## src/rtl/main_controller_if.sv

```systemverilog
// main_controller_if
//
// Bundles the control bus between the multicycle MIPS main controller and
// the datapath it sequences.
//
// Signals:
//   op        [5:0] instruction register bits [31:26]          (datapath -> ctrl)
//   zero            ALU zero flag of the current-cycle result   (datapath -> ctrl)
//   mem_ready       memory completes the current access         (datapath -> ctrl)
//   memread         memory read request                         (ctrl -> datapath)
//   memwrite        memory write request                        (ctrl -> datapath)
//   iord            address select, 0 = PC, 1 = ALUOut          (ctrl -> datapath)
//   irwrite         instruction register load                   (ctrl -> datapath)
//   regwrite        register file write                         (ctrl -> datapath)
//   regdst          destination select, 0 = rt, 1 = rd          (ctrl -> datapath)
//   memtoreg        writeback select, 0 = ALUOut, 1 = mem data  (ctrl -> datapath)
//   alusrca         ALU A select, 0 = PC, 1 = register A        (ctrl -> datapath)
//   alusrcb   [1:0] ALU B select: B / 4 / imm / imm << 2        (ctrl -> datapath)
//   aluop     [1:0] to alucontrol: add / sub / funct            (ctrl -> datapath)
//   pcsrc     [1:0] PC source: ALU / ALUOut / jump target       (ctrl -> datapath)
//   pcen            PC load enable                              (ctrl -> datapath)
//   illegal         unrecognised opcode seen in DECODE          (ctrl -> datapath)
//   state     [3:0] current controller state, for debug         (ctrl -> datapath)
//
// Modports:
//   master - the controller side (drives the control lines)
//   slave  - the datapath side (drives op, zero and mem_ready)

interface main_controller_if;

   logic [5:0] op;
   logic       zero;
   logic       mem_ready;

   logic       memread;
   logic       memwrite;
   logic       iord;
   logic       irwrite;
   logic       regwrite;
   logic       regdst;
   logic       memtoreg;
   logic       alusrca;
   logic [1:0] alusrcb;
   logic [1:0] aluop;
   logic [1:0] pcsrc;
   logic       pcen;
   logic       illegal;
   logic [3:0] state;

   modport master (
      input  op,
      input  zero,
      input  mem_ready,
      output memread,
      output memwrite,
      output iord,
      output irwrite,
      output regwrite,
      output regdst,
      output memtoreg,
      output alusrca,
      output alusrcb,
      output aluop,
      output pcsrc,
      output pcen,
      output illegal,
      output state
   );

   modport slave (
      output op,
      output zero,
      output mem_ready,
      input  memread,
      input  memwrite,
      input  iord,
      input  irwrite,
      input  regwrite,
      input  regdst,
      input  memtoreg,
      input  alusrca,
      input  alusrcb,
      input  aluop,
      input  pcsrc,
      input  pcen,
      input  illegal,
      input  state
   );

endinterface

```

## src/rtl/main_controller.sv

```systemverilog
// main_controller
//
// Multicycle main control FSM for the 32-bit MIPS core. Decodes the opcode,
// sequences fetch / decode / execute / memory / writeback and drives every
// datapath select and enable. Supplies the 2-bit aluop to alucontrol and
// stalls in FETCH, MEMRD and MEMWR until the memory reports mem_ready.
//
// Ports:
//   clk    - single clock, all state updates on the rising edge
//   reset  - synchronous, active-high; also forces every control output to 0
//            while it is high
//   bus    - main_controller_if.master: op / zero / mem_ready in, all
//            control lines plus the 4-bit state code out
//
// Configuration:
//   JUMP_EN - when defined, op 000010 (j) decodes to JEX. When undefined the
//             jump opcode is treated as illegal, JEX is unreachable and
//             pcsrc never takes the value 10.

module main_controller (
   input  logic                  clk,
   input  logic                  reset,
   main_controller_if.master     bus
);

   typedef enum logic [3:0] {
      FETCH   = 4'd0,
      DECODE  = 4'd1,
      MEMADR  = 4'd2,
      MEMRD   = 4'd3,
      MEMWB   = 4'd4,
      MEMWR   = 4'd5,
      RTYPEEX = 4'd6,
      RTYPEWB = 4'd7,
      BEQEX   = 4'd8,
      ADDIEX  = 4'd9,
      ADDIWB  = 4'd10,
      JEX     = 4'd11
   } state_t;

   localparam logic [5:0] OP_RTYPE = 6'b000000;
   localparam logic [5:0] OP_LB    = 6'b100000;
   localparam logic [5:0] OP_SB    = 6'b101000;
   localparam logic [5:0] OP_BEQ   = 6'b000100;
   localparam logic [5:0] OP_ADDI  = 6'b001000;
`ifdef JUMP_EN
   localparam logic [5:0] OP_J     = 6'b000010;
`endif

   localparam logic [1:0] SRCB_REG    = 2'b00;
   localparam logic [1:0] SRCB_FOUR   = 2'b01;
   localparam logic [1:0] SRCB_IMM    = 2'b10;
   localparam logic [1:0] SRCB_IMMSH  = 2'b11;

   localparam logic [1:0] ALUOP_ADD   = 2'b00;
   localparam logic [1:0] ALUOP_SUB   = 2'b01;
   localparam logic [1:0] ALUOP_FUNCT = 2'b10;

   localparam logic [1:0] PCSRC_ALU   = 2'b00;
   localparam logic [1:0] PCSRC_OUT   = 2'b01;
`ifdef JUMP_EN
   localparam logic [1:0] PCSRC_JUMP  = 2'b10;
`endif

   state_t state_q;
   state_t state_d;

   logic       memread;
   logic       memwrite;
   logic       iord;
   logic       irwrite;
   logic       regwrite;
   logic       regdst;
   logic       memtoreg;
   logic       alusrca;
   logic [1:0] alusrcb;
   logic [1:0] aluop;
   logic [1:0] pcsrc;
   logic       pcen;
   logic       illegal;

   // State register with synchronous reset back to FETCH.
   always_ff @(posedge clk) begin
      if (reset) begin
         state_q <= FETCH;
      end else begin
         state_q <= state_d;
      end
   end

   // Next-state logic. Any state code without a case item (12-15, and 11
   // when jumps are disabled) falls back to FETCH through the default.
   always_comb begin
      state_d = FETCH;
      case (state_q)
         FETCH: begin
            if (bus.mem_ready) begin
               state_d = DECODE;
            end else begin
               state_d = FETCH;
            end
         end
         DECODE: begin
            case (bus.op)
               OP_LB,
               OP_SB:    state_d = MEMADR;
               OP_RTYPE: state_d = RTYPEEX;
               OP_BEQ:   state_d = BEQEX;
               OP_ADDI:  state_d = ADDIEX;
`ifdef JUMP_EN
               OP_J:     state_d = JEX;
`endif
               default:  state_d = FETCH;
            endcase
         end
         // op is re-sampled here to pick the memory direction; the IR does
         // not change after FETCH, so this matches the DECODE decision.
         MEMADR: begin
            if (bus.op == OP_SB) begin
               state_d = MEMWR;
            end else if (bus.op == OP_LB) begin
               state_d = MEMRD;
            end else begin
               state_d = FETCH;
            end
         end
         MEMRD: begin
            if (bus.mem_ready) begin
               state_d = MEMWB;
            end else begin
               state_d = MEMRD;
            end
         end
         MEMWB:   state_d = FETCH;
         MEMWR: begin
            if (bus.mem_ready) begin
               state_d = FETCH;
            end else begin
               state_d = MEMWR;
            end
         end
         RTYPEEX: state_d = RTYPEWB;
         RTYPEWB: state_d = FETCH;
         BEQEX:   state_d = FETCH;
         ADDIEX:  state_d = ADDIWB;
         ADDIWB:  state_d = FETCH;
`ifdef JUMP_EN
         JEX:     state_d = FETCH;
`endif
         default: state_d = FETCH;
      endcase
   end

   // Output decode. Mostly Moore; the exceptions are irwrite/pcen in FETCH
   // (follow mem_ready so the IR and PC load only when the fetch completes),
   // pcen in BEQEX (follows zero) and illegal in DECODE (follows op).
   // While reset is high every control line is forced low so an aborted
   // instruction cannot write anything in the reset cycle.
   always_comb begin
      memread  = 1'b0;
      memwrite = 1'b0;
      iord     = 1'b0;
      irwrite  = 1'b0;
      regwrite = 1'b0;
      regdst   = 1'b0;
      memtoreg = 1'b0;
      alusrca  = 1'b0;
      alusrcb  = SRCB_REG;
      aluop    = ALUOP_ADD;
      pcsrc    = PCSRC_ALU;
      pcen     = 1'b0;
      illegal  = 1'b0;

      case (state_q)
         FETCH: begin
            memread = 1'b1;
            alusrcb = SRCB_FOUR;
            irwrite = bus.mem_ready;
            pcen    = bus.mem_ready;
         end
         DECODE: begin
            alusrcb = SRCB_IMMSH;
            case (bus.op)
               OP_LB,
               OP_SB,
               OP_RTYPE,
               OP_BEQ,
`ifdef JUMP_EN
               OP_J,
`endif
               OP_ADDI:  illegal = 1'b0;
               default:  illegal = 1'b1;
            endcase
         end
         MEMADR: begin
            alusrca = 1'b1;
            alusrcb = SRCB_IMM;
         end
         MEMRD: begin
            memread = 1'b1;
            iord    = 1'b1;
         end
         MEMWB: begin
            regwrite = 1'b1;
            memtoreg = 1'b1;
         end
         MEMWR: begin
            memwrite = 1'b1;
            iord     = 1'b1;
         end
         RTYPEEX: begin
            alusrca = 1'b1;
            aluop   = ALUOP_FUNCT;
         end
         RTYPEWB: begin
            regwrite = 1'b1;
            regdst   = 1'b1;
         end
         BEQEX: begin
            alusrca = 1'b1;
            aluop   = ALUOP_SUB;
            pcsrc   = PCSRC_OUT;
            pcen    = bus.zero;
         end
         ADDIEX: begin
            alusrca = 1'b1;
            alusrcb = SRCB_IMM;
         end
         ADDIWB: begin
            regwrite = 1'b1;
         end
`ifdef JUMP_EN
         JEX: begin
            pcsrc = PCSRC_JUMP;
            pcen  = 1'b1;
         end
`endif
         default: begin
            memread = 1'b0;
         end
      endcase

      if (reset) begin
         memread  = 1'b0;
         memwrite = 1'b0;
         iord     = 1'b0;
         irwrite  = 1'b0;
         regwrite = 1'b0;
         regdst   = 1'b0;
         memtoreg = 1'b0;
         alusrca  = 1'b0;
         alusrcb  = SRCB_REG;
         aluop    = ALUOP_ADD;
         pcsrc    = PCSRC_ALU;
         pcen     = 1'b0;
         illegal  = 1'b0;
      end
   end

   assign bus.memread  = memread;
   assign bus.memwrite = memwrite;
   assign bus.iord     = iord;
   assign bus.irwrite  = irwrite;
   assign bus.regwrite = regwrite;
   assign bus.regdst   = regdst;
   assign bus.memtoreg = memtoreg;
   assign bus.alusrca  = alusrca;
   assign bus.alusrcb  = alusrcb;
   assign bus.aluop    = aluop;
   assign bus.pcsrc    = pcsrc;
   assign bus.pcen     = pcen;
   assign bus.illegal  = illegal;
   assign bus.state    = state_q;

endmodule

```

## src/flat_wrapper.sv

```systemverilog
// flat-port wrapper written by rule: the top's interface ports become plain ports
module main_controller_flat 
  (clk, reset, bus_op, bus_zero, bus_mem_ready, bus_memread, bus_memwrite, bus_iord, bus_irwrite, bus_regwrite, bus_regdst, bus_memtoreg, bus_alusrca, bus_alusrcb, bus_aluop, bus_pcsrc, bus_pcen, bus_illegal, bus_state);
  main_controller_if bus_i ();
  input  logic clk;
  input  logic reset;
  input wire logic [$bits(bus_i.op)-1:0] bus_op;
  input wire logic [$bits(bus_i.zero)-1:0] bus_zero;
  input wire logic [$bits(bus_i.mem_ready)-1:0] bus_mem_ready;
  output wire logic [$bits(bus_i.memread)-1:0] bus_memread;
  output wire logic [$bits(bus_i.memwrite)-1:0] bus_memwrite;
  output wire logic [$bits(bus_i.iord)-1:0] bus_iord;
  output wire logic [$bits(bus_i.irwrite)-1:0] bus_irwrite;
  output wire logic [$bits(bus_i.regwrite)-1:0] bus_regwrite;
  output wire logic [$bits(bus_i.regdst)-1:0] bus_regdst;
  output wire logic [$bits(bus_i.memtoreg)-1:0] bus_memtoreg;
  output wire logic [$bits(bus_i.alusrca)-1:0] bus_alusrca;
  output wire logic [$bits(bus_i.alusrcb)-1:0] bus_alusrcb;
  output wire logic [$bits(bus_i.aluop)-1:0] bus_aluop;
  output wire logic [$bits(bus_i.pcsrc)-1:0] bus_pcsrc;
  output wire logic [$bits(bus_i.pcen)-1:0] bus_pcen;
  output wire logic [$bits(bus_i.illegal)-1:0] bus_illegal;
  output wire logic [$bits(bus_i.state)-1:0] bus_state;
  assign bus_i.op = bus_op;
  assign bus_i.zero = bus_zero;
  assign bus_i.mem_ready = bus_mem_ready;
  assign bus_memread = bus_i.memread;
  assign bus_memwrite = bus_i.memwrite;
  assign bus_iord = bus_i.iord;
  assign bus_irwrite = bus_i.irwrite;
  assign bus_regwrite = bus_i.regwrite;
  assign bus_regdst = bus_i.regdst;
  assign bus_memtoreg = bus_i.memtoreg;
  assign bus_alusrca = bus_i.alusrca;
  assign bus_alusrcb = bus_i.alusrcb;
  assign bus_aluop = bus_i.aluop;
  assign bus_pcsrc = bus_i.pcsrc;
  assign bus_pcen = bus_i.pcen;
  assign bus_illegal = bus_i.illegal;
  assign bus_state = bus_i.state;
  main_controller u_core (.clk(clk), .reset(reset), .bus(bus_i));
endmodule
```

## config.mk

```make
export PLATFORM = sky130hd
export DESIGN_NAME = main_controller_flat
export DESIGN_NICKNAME = d
export VERILOG_FILES = /design/src/rtl/main_controller_if.sv /design/src/rtl/main_controller.sv /design/src/flat_wrapper.sv
export SDC_FILE = /design/constraint.sdc
export NUM_CORES = 1
export LEC_CHECK = 0
export ABC_AREA = 1
export BUFFER_PORTS_ARGS = -buffer_cell sky130_fd_sc_hd__buf_2
export CAP_MARGIN = 15
export CORE_AREA = 2 2 39 41
export DETAILED_ROUTE_END_ITERATION = 16
export DIE_AREA = 0 0 41 43
export GPL_ROUTABILITY_DRIVEN = 0
export PLACE_DENSITY = 0.71
export SYNTH_ARGS = -nofsm -noshare
export SYNTH_HDL_FRONTEND = slang
export SYNTH_SLANG_ARGS = --single-unit
```

## constraint.sdc

```tcl
create_clock -name clk -period 3.02 [get_ports clk]
set_input_delay 0.302 -clock clk [delete_from_list [all_inputs] [get_ports clk]]
set_output_delay 0.302 -clock clk [all_outputs]
set_load 0.03 [all_outputs]
```

==> impl_metrics.py <==
metrics = {
    "global_routing": {
        "grt_first_pass_wirelength_um": 2120,
        "grt_use_total": 0.170,
        "first_global_vias": 579,
        "grt_max_degree": 18,
        "globalRouteOverflowTotal": 0,
        "initial_antenna_violation_count": 0,
    },
    "yosys": {
        "yosysWarnings": 0,
        "synth_cell_types": 16,
        "synth.ff_latch_count": 4,
        "synth_largest_area_cell": "sky130_fd_sc_hd__nand2_1",
        "post_synth_instance_area_sq_um": 507,
        "synth_top_area_share": 0.230,
        "synth_area_leaders": "sky130_fd_sc_hd__nand2_1 (23%), sky130_fd_sc_hd__nor2_1 (16%), sky130_fd_sc_hd__dfxtp_1 (16%)",
        "syn_avg_cell_area_sq_um": 4.83,
        "cells_after_synthesis": 105,
        "number_of_nets_in_the_synthesized_netlist": 115,
        "seq_area_frac_synth": 0.158,
    },
    "worst_setup_path": {
        "slack_of_the_worst_reg_to_reg_path_ns": 1.82,
        "r2r_cells": 7,
        "cp-start-kind": "flop",
        "worst_ep_arrival_time_ns": 1.49,
        "cp_data_required_time_ns": 2.72,
        "timing_worst_setup_path_type": "reg2out",
        "timing.critical_path.fanout_max": 5,
        "worst_r2r_endpoint": "u_core.bus.state[0]",
        "reg2reg_from": "u_core.bus.state[1]",
        "timing.critical_path.to_type": "primary output",
    },
    "cts": {
        "cts_tree": "built",
        "worst_skew_pair.late_latency_ns": 0.23,
        "ctsRootBufferMaster": "sky130_fd_sc_hd__clkbuf_4",
        "clk_pin_slew_worst_paths_ns": 0.03,
        "cts.path.max_buffers": 2,
        "cts_made_buffers": 3,
        "hold_buffers": 0,
        "h-tree-depth": 1,
        "cts-resized-gates": 0,
        "total_number_of_clock_tree_sinks": 4,
        "post_cts.repair.setup_buffers": 0,
    },
    "layout": {
        "nets": 145,
        "number_of_flip_flops_in_the_largest_register": 4,
        "n_antenna_cell": 0,
        "count_of_placed_standard_cells_in_the_final_layout_fillers_left_out": 149,
        "post_route_cells_drive_above_1_share": 0.286,
        "n_fill_cell": 162,
        "final-seq-area_sq_um": 80.1,
        "multi_input_combinational_cell_area_sq_um": 348,
        "area_growth_pct": 33.1,
    },
    "min_path": {
        "min_path_cells": 2,
        "hold_class": "in2reg",
        "holdCritStartpoint": "reset",
        "min_to": "u_core.bus.state[2]",
    },
    "sta": {
        "timing.final.max_slew_violations": 0,
        "setup_total_negative_slack_ns": 0,
        "rsz0062_at_grt": "false",
        "report.final.hold_viol_count": 0,
        "period_share": 0.592,
        "finClkSkew_ns": 0.00583,
        "post-route-worst-setup-slack_ns": 1.23,
        "min_period_ns": 1.79,
        "max_freq_mhz": 559,
        "setup-violations-final": 0,
    },
    "detailed_routing": {
        "detail_route.vias_per_cell": 4.70,
        "detail_route.first_pass.iterations": 4,
        "route.detailed.drc": 0,
        "wl_per_cell_um": 8.77,
        "vias": 700,
        "wl_um": 1310,
        "drt.antenna.violating_nets": 0,
        "drtIter0Drc": 17,
    },
    "power": {
        "seq_power_share": 0.309,
        "cellLeakagePower_nw": 0.435,
        "power.density_cell_area_mw_per_mm2": 273,
        "netSwitchingFraction": 0.363,
        "worst_ir_drop_vdd_v": 0.000229,
        "total_power_uw": 184,
        "switching_power_uw": 66.8,
        "internal-power_uw": 117,
        "pwr-share-comb": 0.338,
        "p_clk_frac": 0.353,
    },
    "run_status": {
        "run_status": "completed",
    },
    "floorplan": {
        "row_count": 14,
        "die-width_um": 41,
        "fp.dieArea_sq_mm": 0.00176,
        "initial_core_util": 0.366,
        "core_sq_mm": 0.00138,
        "floorplan.die.height_um": 43,
        "design.portCount": 30,
    },
    "place": {
        "dp_cells": 146,
        "pre_cts_slack_ns": 1.47,
        "io_buf_count": 28,
        "dp.final_hpwl_um": 1120,
    },
    "flow_run": {
        "maxCapViolCount": 0,
    },
}
==> power groups by stage <==
| stage | Sequential, mW | Clock (mW) | Combinational (mW) |
|---|---|---|---|
| 2_1_floorplan | 0.0607 | 0 | 0.0410 |
| 3_3_place_gp | 0.0575 | 0 | 0.0617 |
| 3_5_place_dp | 0.0577 | 0 | 0.0622 |
| 4_1_cts | 0.0569 | 0.0686 | 0.0624 |
| 5_1_grt | 0.0570 | 0.0745 | 0.0697 |
| 6_report | 0.0569 | 0.0649 | 0.0622 |
==> cell usage after synthesis <==
cell type and number:
sky130_fd_sc_hd__nand2_1 31, sky130_fd_sc_hd__nor2_1 22, sky130_fd_sc_hd__inv_1 15, sky130_fd_sc_hd__nand3_1 8, sky130_fd_sc_hd__a21oi_1 6, sky130_fd_sc_hd__dfxtp_1 4
sky130_fd_sc_hd__nor2_2 4, sky130_fd_sc_hd__o21ai_0 3, sky130_fd_sc_hd__a31oi_1 2, sky130_fd_sc_hd__clkbuf_1 2, sky130_fd_sc_hd__nand2_2 2, sky130_fd_sc_hd__nor3_1 2
sky130_fd_sc_hd__buf_4 1, sky130_fd_sc_hd__clkinv_1 1, sky130_fd_sc_hd__conb_1 1, sky130_fd_sc_hd__inv_2 1
==> placed cells by master (no fill, tap or decap), types with 2 or more instances in the layout <==
cell type	netlist	layout
sky130_fd_sc_hd__nor2_2	4	4
sky130_fd_sc_hd__dfxtp_1	4	4
sky130_fd_sc_hd__a31oi_1	2	2
sky130_fd_sc_hd__nand2_2	2	2
sky130_fd_sc_hd__o21ai_0	3	3
sky130_fd_sc_hd__nand2_1	31	31
sky130_fd_sc_hd__nand3_1	8	8
sky130_fd_sc_hd__inv_1	15	15
sky130_fd_sc_hd__nor2_1	22	22
sky130_fd_sc_hd__a21oi_1	6	6
sky130_fd_sc_hd__clkbuf_4	0	3
sky130_fd_sc_hd__nor3_1	2	2
sky130_fd_sc_hd__buf_2	0	28
==> routing by layer <==
layer  global-route usage  share of wire
met4               0.0333              0
met3               0.0733           0.10
met1                0.183           0.43
met2                0.291           0.47
met5                    0              0
==> per-stage QoR <==
step / cell area, sq um / hold WS [ns] / utilization
global placement: 652 / 0.652 / 0.471
CTS: 674 / 0.423 / 0.487
finish: 674 / 0.428 / 0.487
detailed placement: 652 / 0.667 / 0.471
floorplan: 507 / 0.555 / -
global route: 674 / 0.433 / 0.487
==> worst max-delay path, stage by stage (launching register included) <==
cell,delay (ns)
sky130_fd_sc_hd__dfxtp_1,0.33
sky130_fd_sc_hd__inv_1,0.11
sky130_fd_sc_hd__nand2_1,0.08
sky130_fd_sc_hd__nor2_1,0.25
sky130_fd_sc_hd__nand2_1,0.09
sky130_fd_sc_hd__nor3_1,0.18
sky130_fd_sc_hd__buf_2,0.22
==> worst max-delay path by stage <==
stage | start | end | slack (ns) | cells past startpoint
finish | u_core.bus.state[2] | bus_illegal | 1.23 | 6
CTS | u_core.bus.state[2] | bus_illegal | 1.21 | 6
detailed placement | u_core.bus.state[2] | bus_illegal | 1.47 | 6
global placement | u_core.bus.state[0] | bus_illegal | 1.52 | 5
global route | u_core.bus.state[2] | bus_illegal | 1.03 | 6
floorplan | u_core.bus.state[0] | bus_illegal | 1.06 | 4
==> layout make-up <==
cell class,instances,area share
multi-input cells,81,0.516
repair buffers,28,0.208
flip-flops and latches,4,0.119
inverters,17,0.0946
clock buffers,3,0.0334
well taps,16,0.0297
==> cells by family (layout without fill, tap and decap cells) <==
group	count (synthesis)	count (layout)	share of synthesized area
flip-flops	4	4	0.158
buffers and inverters	20	48	0.156
AO/OA/AOI/OAI	11	11	0.114
other	1	1	0.00740
AND/OR/NAND/NOR	69	69	0.565
No activity file was read; power rests on OpenSTA's default activity.
